**config.mk**
```make
export PLATFORM = sky130hd
export DESIGN_NAME = cpu_oci_dct_ctrl
export DESIGN_NICKNAME = d
export VERILOG_FILES = /design/src/rtl/cpu_oci_dct_ctrl.sv
export SDC_FILE = /design/constraint.sdc
export NUM_CORES = 1
export LEC_CHECK = 0
export ABC_AREA = 1
export CAP_MARGIN = 0
export CORE_ASPECT_RATIO = 0.75
export CORE_MARGIN = 3
export CORE_UTILIZATION = 49
export CTS_CLUSTER_DIAMETER = 30
export CTS_CLUSTER_SIZE = 40
export DETAILED_ROUTE_END_ITERATION = 10
export PLACE_DENSITY = 0.79
export SYNTH_ARGS = -nofsm -noshare
export SYNTH_HDL_FRONTEND = slang
export SYNTH_SLANG_ARGS = --single-unit
```
**constraint.sdc**
```tcl
create_clock -name clk -period 2.9 [get_ports clk]
set_clock_uncertainty 0.2 [all_clocks]
set_input_delay 0.58 -clock clk [delete_from_list [all_inputs] [get_ports clk]]
set_output_delay 0.58 -clock clk [all_outputs]
set_load 0.005 [all_outputs]
```
**src/rtl/cpu_oci_dct_ctrl.sv**
```systemverilog
// Nios II OCI DCT packing-buffer sequencer: packs 2-bit trace atoms into 15-slot packets.
// Optional idle auto-flush is enabled by defining DCT_TIMEOUT_EN.
module cpu_oci_dct_ctrl #(
    parameter int unsigned ATOM_W  = 2,
    parameter int unsigned SLOTS   = 15,
    parameter int unsigned CNT_W   = 4,
    parameter int unsigned TIMEOUT = 64
) (
    input  logic                      clk,
    input  logic                      reset,
    input  logic                      enable,
    input  logic                      atom_valid,
    input  logic [ATOM_W-1:0]         atom_data,
    input  logic                      flush_req,
    input  logic                      test_ending,
    input  logic                      out_ready,
    output logic                      out_valid,
    output logic [ATOM_W*SLOTS-1:0]   dct_buffer,
    output logic [CNT_W-1:0]          dct_count,
    output logic                      test_has_ended,
    output logic [7:0]                overflow_cnt,
    output logic                      busy
);

    localparam int unsigned BUF_W = ATOM_W * SLOTS;
    localparam logic [CNT_W-1:0] SLOTS_C = CNT_W'(SLOTS);

    typedef enum logic [2:0] {StIdle, StFill, StEmit, StDrain, StDone} state_e;

    state_e             state_q, state_d;
    logic [BUF_W-1:0]   buf_q, buf_d;
    logic [CNT_W-1:0]   cnt_q, cnt_d;
    logic [7:0]         ovf_q, ovf_d;
    logic [BUF_W-1:0]   atom_wide;
    logic               accept;
    logic               drop;
    logic               flush;
    logic               timeout_hit;

    assign atom_wide = BUF_W'(atom_data);
    assign accept    = atom_valid & enable;
    assign flush     = flush_req | timeout_hit;

`ifdef DCT_TIMEOUT_EN
    localparam int unsigned IDLE_W = $clog2(TIMEOUT + 1);

    logic [IDLE_W-1:0] idle_q, idle_d;

    always_comb begin
        idle_d = '0;
        if (state_q == StFill && !accept) begin
            idle_d = idle_q + 1'b1;
        end
    end

    assign timeout_hit = (state_q == StFill) && (idle_q == IDLE_W'(TIMEOUT - 1)) && (cnt_q != '0);

    always_ff @(posedge clk) begin
        if (reset) begin
            idle_q <= '0;
        end else begin
            idle_q <= idle_d;
        end
    end
`else
    logic [31:0] unused_timeout;
    assign unused_timeout = TIMEOUT;
    assign timeout_hit    = 1'b0;
`endif

    always_comb begin
        state_d = state_q;
        buf_d   = buf_q;
        cnt_d   = cnt_q;
        ovf_d   = ovf_q;
        drop    = 1'b0;
        unique case (state_q)
            StIdle, StFill: begin
                // Same-cycle atom is captured before any flush or drain decision.
                if (accept) begin
                    buf_d = buf_q | (atom_wide << (ATOM_W * cnt_q));
                    cnt_d = cnt_q + 1'b1;
                end
                if (test_ending) begin
                    state_d = (cnt_d == '0) ? StDone : StDrain;
                end else if (cnt_d == SLOTS_C || (flush && cnt_d != '0)) begin
                    state_d = StEmit;
                end else if (cnt_d != '0) begin
                    state_d = StFill;
                end
            end
            StEmit: begin
                if (out_ready) begin
                    buf_d = '0;
                    cnt_d = '0;
                    if (test_ending) begin
                        drop    = accept;
                        state_d = StDone;
                    end else if (accept) begin
                        buf_d   = atom_wide;
                        cnt_d   = CNT_W'(1);
                        state_d = StFill;
                    end else begin
                        state_d = StIdle;
                    end
                end else begin
                    drop = accept;
                    if (test_ending) begin
                        state_d = StDrain;
                    end
                end
            end
            StDrain: begin
                drop = accept;
                if (cnt_q == '0) begin
                    state_d = StDone;
                end else if (out_ready) begin
                    buf_d   = '0;
                    cnt_d   = '0;
                    state_d = StDone;
                end
            end
            StDone: begin
                state_d = StDone;
            end
            default: begin
                state_d = StIdle;
            end
        endcase
        if (drop && ovf_q != 8'hff) begin
            ovf_d = ovf_q + 8'd1;
        end
    end

    always_ff @(posedge clk) begin
        if (reset) begin
            state_q <= StIdle;
            buf_q   <= '0;
            cnt_q   <= '0;
            ovf_q   <= '0;
        end else begin
            state_q <= state_d;
            buf_q   <= buf_d;
            cnt_q   <= cnt_d;
            ovf_q   <= ovf_d;
        end
    end

    assign out_valid      = (state_q == StEmit) || (state_q == StDrain && cnt_q != '0);
    assign busy           = (state_q == StEmit) || (state_q == StDrain);
    assign test_has_ended = (state_q == StDone);
    assign dct_buffer     = buf_q;
    assign dct_count      = cnt_q;
    assign overflow_cnt   = ovf_q;

endmodule
```
Yosys cells after proc, flatten, opt, wreduce, memory -nomap -nowiden
Cells that the tools add are included.
- word-level logic and storage cells: 67
- bits in registers: 45
- output and inout port bits: 45
- input bits: 9
- bitwise gates (word level): 2
- muxes and demuxes: 29
- shift-type cells: 1
- add/sub/neg operators: 2
- eq/ne operators: 13
- reduce and logical (&&, ||, !) cells: 16
- operators by type and width (kind ; number):
    two-way mux 30 bit ; 4
    case mux 30 bit (3 select lines) ; 1
    OR 30 bit ; 1
    << shifter 2 x 5 -> 30 bit ; 1
    two-way mux 3 bit ; 9
    two-way mux 4 bit ; 5
    case mux 3 bit (4 select lines) ; 1
    case mux 4 bit (3 select lines) ; 1
    adder 8 x 1 -> 8 bit, second input constant ; 1
    logical NOT 4 bit ; 2
    inequality test 2 bit, second input constant ; 4
    inequality test 8 bit, second input constant ; 1
    nonzero test 4 bit ; 2
    equality test 3 x 2 -> 1 bit, second input constant ; 2
    inequality test 3 bit, second input constant ; 2
    two-way mux 1 bit ; 5
    AND reduction 5 bit ; 1
    adder 4 x 1 -> 4 bit, second input constant ; 1
    equality test 4 bit, second input constant ; 1
    two-way mux 2 bit ; 2
    inequality test 4 bit, second input constant ; 1
    AND reduction 4 bit ; 1
    equality test 3 x 1 -> 1 bit, second input constant ; 1
    equality test 3 bit, second input constant ; 1
    other kinds (8) ; 12

Longest topological paths before layout
Gate-level depths: netlist (run 1).
- depth in word-level cells: 9
- depth in mapped cells: 16
- depth with buffers taken out: 14

Least setup slack after synthesis (run 1)
Ideal clock, no wire load.
- kind: register to register
- from: reg cnt_q[0], in the netlist dct_count[0]
- to: reg buf_q[0], in the netlist dct_buffer[0]
- setup time: 0.109 ns
- cell stages (with the launch flop): 16
- period minus slack after synthesis: 2.108 ns
- setup slack: 0.792 ns
- buffers on the path: 3
- data arrival time: 1.799 ns
- data required time: 2.591 ns
- path through: dfxtp_1 > buf_2 > inv_1 > buf_2 > ha_1 > nand2_1 > nor2_1 > nand3_2 > nand2_2 > a21oi_4 > nand2_2 > nand2_2 > buf_4 > nand2_1 > nand2_1 > inv_1
- cells in the longest elaborated chain, start to end: 4
- elaborated cells between the ends (all ways): 7
- those cells by class: eq/ne (1); shift (1); mux (2); bitwise (1); reduce/logical (2)
- RTL lines (element ; RTL line ; text):
    from (decl) ; 32 ; logic [CNT_W-1:0] cnt_q, cnt_d;
    from (signal assigned) ; 144 ; cnt_q <= cnt_d;
    << shifter 2 x 5 -> 30 bit ; 81 ; buf_d = buf_q | (atom_wide << (ATOM_W * cnt_q));
    OR 30 bit ; 81 ;
    two-way mux 30 bit ; 80 ; if (accept) begin
    case mux 30 bit (3 select lines) ; 77 ; unique case (state_q)
    to (signal assigned) ; 143 ; buf_q <= buf_d;
    to (decl) ; 31 ; logic [BUF_W-1:0] buf_q, buf_d;
Parallel ways exist; a longest one is shown, timed or not. The select of a mux whose other input is x is not followed.
A chain may end at the register's enable or synchronous reset.

Worst setup path after layout (run 1)
- from: reg cnt_q[0], in the netlist dct_count[0]
- to: out out_valid
- cells in the longest elaborated chain, start to end: 3
- RTL lines (element ; RTL line ; text):
    nonzero test 4 bit ; 149 ; assign out_valid = (state_q == StEmit) || (state_q == StDrain && cnt_q != '0);
    logical AND 1 bit ; 149 ;
    logical OR 1 bit ; 149 ;
    to (decl) ; 17 ; output logic out_valid,
Every way passes these cells.

==> results of run 1 <==
[cells in the mapped netlist, types with 3 or more instances]
| library cell | n |
|---|---|
| sky130_fd_sc_hd__nor3_1 | 12 |
| sky130_fd_sc_hd__nand3_1 | 17 |
| sky130_fd_sc_hd__nor4_1 | 3 |
| sky130_fd_sc_hd__inv_1 | 22 |
| sky130_fd_sc_hd__nand2_1 | 55 |
| sky130_fd_sc_hd__buf_2 | 7 |
| sky130_fd_sc_hd__nand2_2 | 3 |
| sky130_fd_sc_hd__buf_4 | 3 |
| sky130_fd_sc_hd__o21ai_0 | 5 |
| sky130_fd_sc_hd__nor3_2 | 7 |
| sky130_fd_sc_hd__nor2_1 | 60 |
| sky130_fd_sc_hd__nand4_1 | 3 |
| sky130_fd_sc_hd__a31oi_1 | 3 |
| sky130_fd_sc_hd__a21oi_1 | 39 |
| sky130_fd_sc_hd__dfxtp_1 | 45 |
| sky130_fd_sc_hd__ha_1 | 3 |
| sky130_fd_sc_hd__inv_2 | 5 |
[worst max-delay path, cell delays in order, from the launching register on]
cell and delay (ns):
sky130_fd_sc_hd__dfxtp_1 0.55, sky130_fd_sc_hd__inv_1 0.12, sky130_fd_sc_hd__ha_1 0.22, sky130_fd_sc_hd__nand2_1 0.09, sky130_fd_sc_hd__o21ai_0 0.10, sky130_fd_sc_hd__nand2_1 0.08, sky130_fd_sc_hd__clkdlybuf4s50_1 0.49
[stage by stage]
stage	instances	worst slack (ns)	cell area, µm²	hold WS [ns]
after global routing	424	0.0515	2940	0.304
after floorplan	312	0.792	2220	0.260
after CTS	424	0.154	2940	0.281
final	424	0.159	2940	0.274
after detailed placement	416	0.360	2820	0.259
after global placement	416	0.406	2820	0.250
[power by group]
part | total [µW] | switching (µW) | internal, µW
clock network | 496 | 232 | 264
logic | 719 | 438 | 281
registers | 738 | 72.0 | 666
total | 1950 | 742 | 1210
[routing by layer]
metal	GRT usage, %	routed length, µm	vias to the layer above
li1	-	-	1136
met1	32.5	2850	1012
met2	30.4	2320	73
met3	4.77	351	7
met4	6.63	65	0
met5	0	0	-
[registers in the layout, summed over array words and instances (netlist names)]
name          cells
state_q           3
overflow_cnt      8
dct_count         4
dct_buffer       30
[final timing paths]
path                                  endpoint  slack, ns  depth (start not counted)
worst max-delay path                 out_valid       0.16                          6
worst min-delay path            dct_buffer[18]       0.27                          2
worst max register to register  dct_buffer[24]       0.64                         11
worst min register to register  dct_buffer[18]       0.27                          2
[area by class of cell]
| type | instances | area (µm²) | share of cell area [%] |
|---|---|---|---|
| Inverter | 29 | 111 | 3.78 |
| Clock inverter | 3 | 50.0 | 1.70 |
| Timing Repair Buffer | 61 | 603 | 20.5 |
| Sequential cell | 45 | 901 | 30.6 |
| Tap cell | 55 | 68.8 | 2.34 |
| Clock buffer | 5 | 68.8 | 2.34 |
| Multi-Input combinational cell | 226 | 1140 | 38.7 |
[cells by family (layout without fill, tap and decap cells)]
group,count (synthesis),count (layout),synth area share (%)
flip-flops,45,45,40.6
AO/OA/AOI/OAI,53,53,13.5
buffers and inverters,41,98,7.96
XOR/XNOR,3,3,1.19
adder cells (fa/ha/maj),3,3,1.69
AND/OR/NAND/NOR,167,167,35.0
==> flow_summary.yaml, run 1 <==
critical_path:
  cp_launch_type: "flop"
  crit_path_kind: "reg2out"
  worst_setup_path_startpoint: "dct_count[0]"
  worstPathRequired_ns: 2.12
  cp.arrival_ns: 1.96
  worst-path-max-fanout: 10
  setup.worst_path.end_class: "output port"
  critical_path.reg2reg.startpoint: "dct_count[0]"
cts:
  clk_transition_reported_paths_ns: 0.10
  post_cts.resized_instances: 0
  cts-buffers-inserted: 5
  clock_sinks: 45
  cts_root_buffer: "sky130_fd_sc_hd__clkbuf_8"
  cts_tree: "built"
  cts_buffer_depth: 2
  cts_hold_repair.buffers: 0
  cts_post_setup_buffers_inserted: 0
  cts_max_level: 2
  clock_insertion_delay_worst_skew_ns: 0.30
routing:
  dr_iter_0_viols: 294
  drt_drc_violations_left: 0
  ant_nets: 0
  route.vias.total: 2228
  drt-total-wl_um: 5580
  routedWlPerCell_um: 13.2
  detailed_routing_iteration_count_for_the_pre_antenna_repair_pass: 5
  vias_per_cell: 5.25
yosys:
  synth_cell_type_count: 35
  netlist.area_leader.share_pct: 40.6
  number_of_enable_type_register_cells_in_the_synthesized_netlist: 0
  ys_async_sr_fraction_pct: 0
  synth.area.top_cells: "sky130_fd_sc_hd__dfxtp_1 (41%), sky130_fd_sc_hd__nor2_1 (10%), sky130_fd_sc_hd__nand2_1 (9.3%)"
  yosys.area.top_type: "sky130_fd_sc_hd__dfxtp_1"
  avgSynthCellArea_um2: 7.11
  ys_warn_count: 0
  mappedNetlistArea_um2: 2220
  synth_fp_nets: 324
  syn-instance-count: 312
  synth_sequential_area_ratio_pct: 40.6
  synth_top_flop_cell: "sky130_fd_sc_hd__dfxtp_1"
  ys_ff_latch: 45
sta:
  timing.final.setup_violations: 0
  timing.setup.tns_ns: 0
  unrepaired_setup_endpoints_after_global_routing: "false"
  max_clock_freq_ghz: 0.365
  timing.final.crit_period_ns: 2.74
  slew_headroom_pct: 63.6
  post-route-period-util_pct: 94.5
  finalHoldViolations: 0
  worstMarginPinSlew_ns: 0.544
  final_max_slew_viol_count: 0
floorplan:
  rows: 20
  floorplan.initialDensity_pct: 52.7
  die_area_um2: 5380
  floorplan.die.width_um: 83.7
  floorplan.io_pins: 54
  fp.dieH_um: 64.3
  core_footprint_um2: 4200
status:
  run_status: "finished clean"
layout:
  antenna_cells: 0
  final_core_utilization_pct: 70.0
  filler_cell_count: 371
  area_growth_pct: 32.7
  nets: 380
  layout_cell_share_with_drive_strength_beyond_1_pct: 10.8
  layout_common_cells: "sky130_fd_sc_hd__nor2_1 (60), sky130_fd_sc_hd__nand2_1 (55), sky130_fd_sc_hd__clkdlybuf4s50_1 (53)"
  layout_commonest_cell: "sky130_fd_sc_hd__nor2_1"
global_route:
  gr-usage-all-layers_pct: 21.6
  number_of_antenna_violations_at_the_first_check_in_global_routing: 0
  gr-total-overflow: 0
  first_global_vias: 2008
  global_route_wire_length_before_repair_um: 9360
  maximum_number_of_pins_on_one_net_before_global_route_repair: 27
power_and_ir_drop:
  power_per_cell_area_nw_per_um2: 664
  leakagePower_uw: 0.00120
  power.total_uw: 1950
  max-vdd-ir-drop_mv: 0.307
worst_hold_path:
  hold_path.class: "reg2reg"
  worst_hold_startpoint: "dct_buffer[18]"
place:
  port-buffer-count: 53
  gp_routability_congestion: 0.892
  hpwlAfterDp_um: 4050
flow_run:
  max_cap_viol_count: 0
No activity file was read; power rests on OpenSTA's default activity.
==> inputs of run 2 (changes only) <==
- CORE_UTILIZATION: 49 -> 44
- PLACE_DENSITY: 0.79 -> 0.75
- clock period: 2.9 -> 2.5 ns (I/O delays scaled with it)
==> run 2 against run 1 <==
Net effect:
- power up 18%
- routed wire length rose by 2.0%
- via count decreased by 0.58%
- worst setup slack got worse by 0.060 ns
- non-clock buffer count up 4
- critical endpoint unchanged
- largest cell class unchanged
- largest power group is now combinational cells
- highest routed layer unchanged
==> flow_summary.yaml, run 2 (synthesized netlist as in run 1, its figures left out) <==
status:
  run_status: "finished clean"
cts:
  cts_hold_repair.buffers: 0
  clk_transition_reported_paths_ns: 0.09
  cts_tree: "built"
  cts_max_level: 2
  clock_sinks: 45
  cts-buffers-inserted: 5
  cts_buffer_depth: 2
  clock_insertion_delay_worst_skew_ns: 0.30
  cts_post_setup_buffers_inserted: 0
  cts_root_buffer: "sky130_fd_sc_hd__clkbuf_8"
flow_run:
  max_cap_viol_count: 0
place:
  dpl_cell_area_um2: 2840
  port-buffer-count: 53
  gp_routability_congestion: 0.893
  hpwlAfterDp_um: 4330
sta:
  final.hold.worst_slack_ns: 0.278
  max_clock_freq_ghz: 0.416
  post-route-period-util_pct: 96.0
  finalHoldViolations: 0
  worstMarginPinSlew_ns: 0.546
  timing.setup.tns_ns: 0
  unrepaired_setup_endpoints_after_global_routing: "false"
  timing.final.crit_period_ns: 2.40
  final_max_slew_viol_count: 0
  timing.final.setup_violations: 0
  slew_headroom_pct: 63.2
critical_path:
  r2r_slack_ns: 0.50
  worst-path-max-fanout: 7
  setup.worst_path.end_class: "output port"
  r2r.worst_path.cells: 11
  cp_launch_type: "flop"
  crit_path_kind: "reg2out"
  endpoint: "out_valid"
  critical_path.reg2reg.startpoint: "dct_count[1]"
  worst_setup_path_startpoint: "state_q[1]"
  worstPathRequired_ns: 1.80
  r2r-end: "dct_buffer[9]"
  cp.arrival_ns: 1.70
floorplan:
  die_area_um2: 5940
  floorplan.initialDensity_pct: 47.7
  fp.dieH_um: 67.5
  floorplan.die.width_um: 88.0
  core_footprint_um2: 4650
  rows: 21
  floorplan.io_pins: 54
routing:
  routedWlPerCell_um: 13.2
  vias_per_cell: 5.15
  drt_drc_violations_left: 0
  dr_iter_0_viols: 151
  route.vias.total: 2215
  detailed_routing_iteration_count_for_the_pre_antenna_repair_pass: 4
  drt-total-wl_um: 5690
  ant_nets: 0
global_route:
  gr-usage-all-layers_pct: 20.7
  maximum_number_of_pins_on_one_net_before_global_route_repair: 17
  gr-total-overflow: 0
  global_route_wire_length_before_repair_um: 9580
  number_of_antenna_violations_at_the_first_check_in_global_routing: 0
  first_global_vias: 2126
power_and_ir_drop:
  max-vdd-ir-drop_mv: 0.463
  leakagePower_uw: 0.00121
  power_per_cell_area_nw_per_um2: 773
  power.total_uw: 2290
layout:
  area_growth_pct: 33.9
  final_design_area_no_fill_um2: 2970
  layout_commonest_cell: "sky130_fd_sc_hd__nor2_1"
  layout_cell_share_with_drive_strength_beyond_1_pct: 12.3
  layout_common_cells: "sky130_fd_sc_hd__nor2_1 (60), sky130_fd_sc_hd__nand2_1 (55), sky130_fd_sc_hd__clkdlybuf4s50_1 (53)"
  nets: 384
  number_of_flip_flops_under_the_largest_register_name: 30
  filler_cell_count: 441
  antenna_cells: 0
worst_hold_path:
  hold_path.class: "reg2reg"
run 2: cell types whose count changed in the layout (fill, tap and decap cells not counted), sizes merged:
cell	delta
buf	+4
run 2: report_power, final:
| group | internal [µW] | switching [µW] |
|---|---|---|
| clock network | 306 | 271 |
| registers | 778 | 63.0 |
| logic | 339 | 538 |
run 2: worst min-delay path by stage:
stage | from | to | cells past startpoint
after floorplan | dct_buffer[10] | dct_buffer[10] | 2
after global placement | dct_buffer[10] | dct_buffer[10] | 2
after detailed placement | dct_buffer[28] | dct_buffer[28] | 2
after CTS | dct_buffer[28] | dct_buffer[28] | 2
after global routing | dct_buffer[17] | dct_buffer[17] | 2
final | dct_buffer[29] | dct_buffer[29] | 2
run 2: per-stage QoR:
step           worst slack [ns]  utilization [%]  instances
5_1_grt                 0.00421             63.8        430
4_1_cts                  0.0154             63.7        430
3_5_place_dp             0.0517             61.2        422
2_1_floorplan             0.392                -        312
6_report                 0.0989             63.8        430
3_3_place_gp             0.0668             61.2        422
run 2: worst max-delay path: stages (launching register included):
cell and delay [ns]:
sky130_fd_sc_hd__dfxtp_4 0.40, sky130_fd_sc_hd__nand2_1 0.11, sky130_fd_sc_hd__nor2_1 0.16, sky130_fd_sc_hd__o21ai_0 0.15, sky130_fd_sc_hd__nand2_1 0.08, sky130_fd_sc_hd__clkdlybuf4s50_1 0.49
run 2: final cells by class:
class                   count  area, µm²  share of cell area (%)
clock buffers               5       68.8                    2.32
clock inverters             3       50.0                    1.69
inverters                  29        111                    3.75
multi-input cells         226       1140                    38.4
flip-flops and latches     45        906                    30.5
well taps                  57       71.3                    2.40
repair buffers             65        621                    20.9
run 2: layer usage:
layer  up-vias  wire length (µm)  track usage, %
li1       1137                 -               -
met1      1007              2860            30.0
met2        64              2350            30.4
met3         7               435            5.37
met4         0                52            5.75
met5         -                 0               0
run 2: repair_timing:
item | 4_1_cts | 5_1_grt
gates resized for setup | 1 | 2
setup endpoints to repair | 1 | 1
pin swaps | 0 | 0
gates cloned | 0 | 0
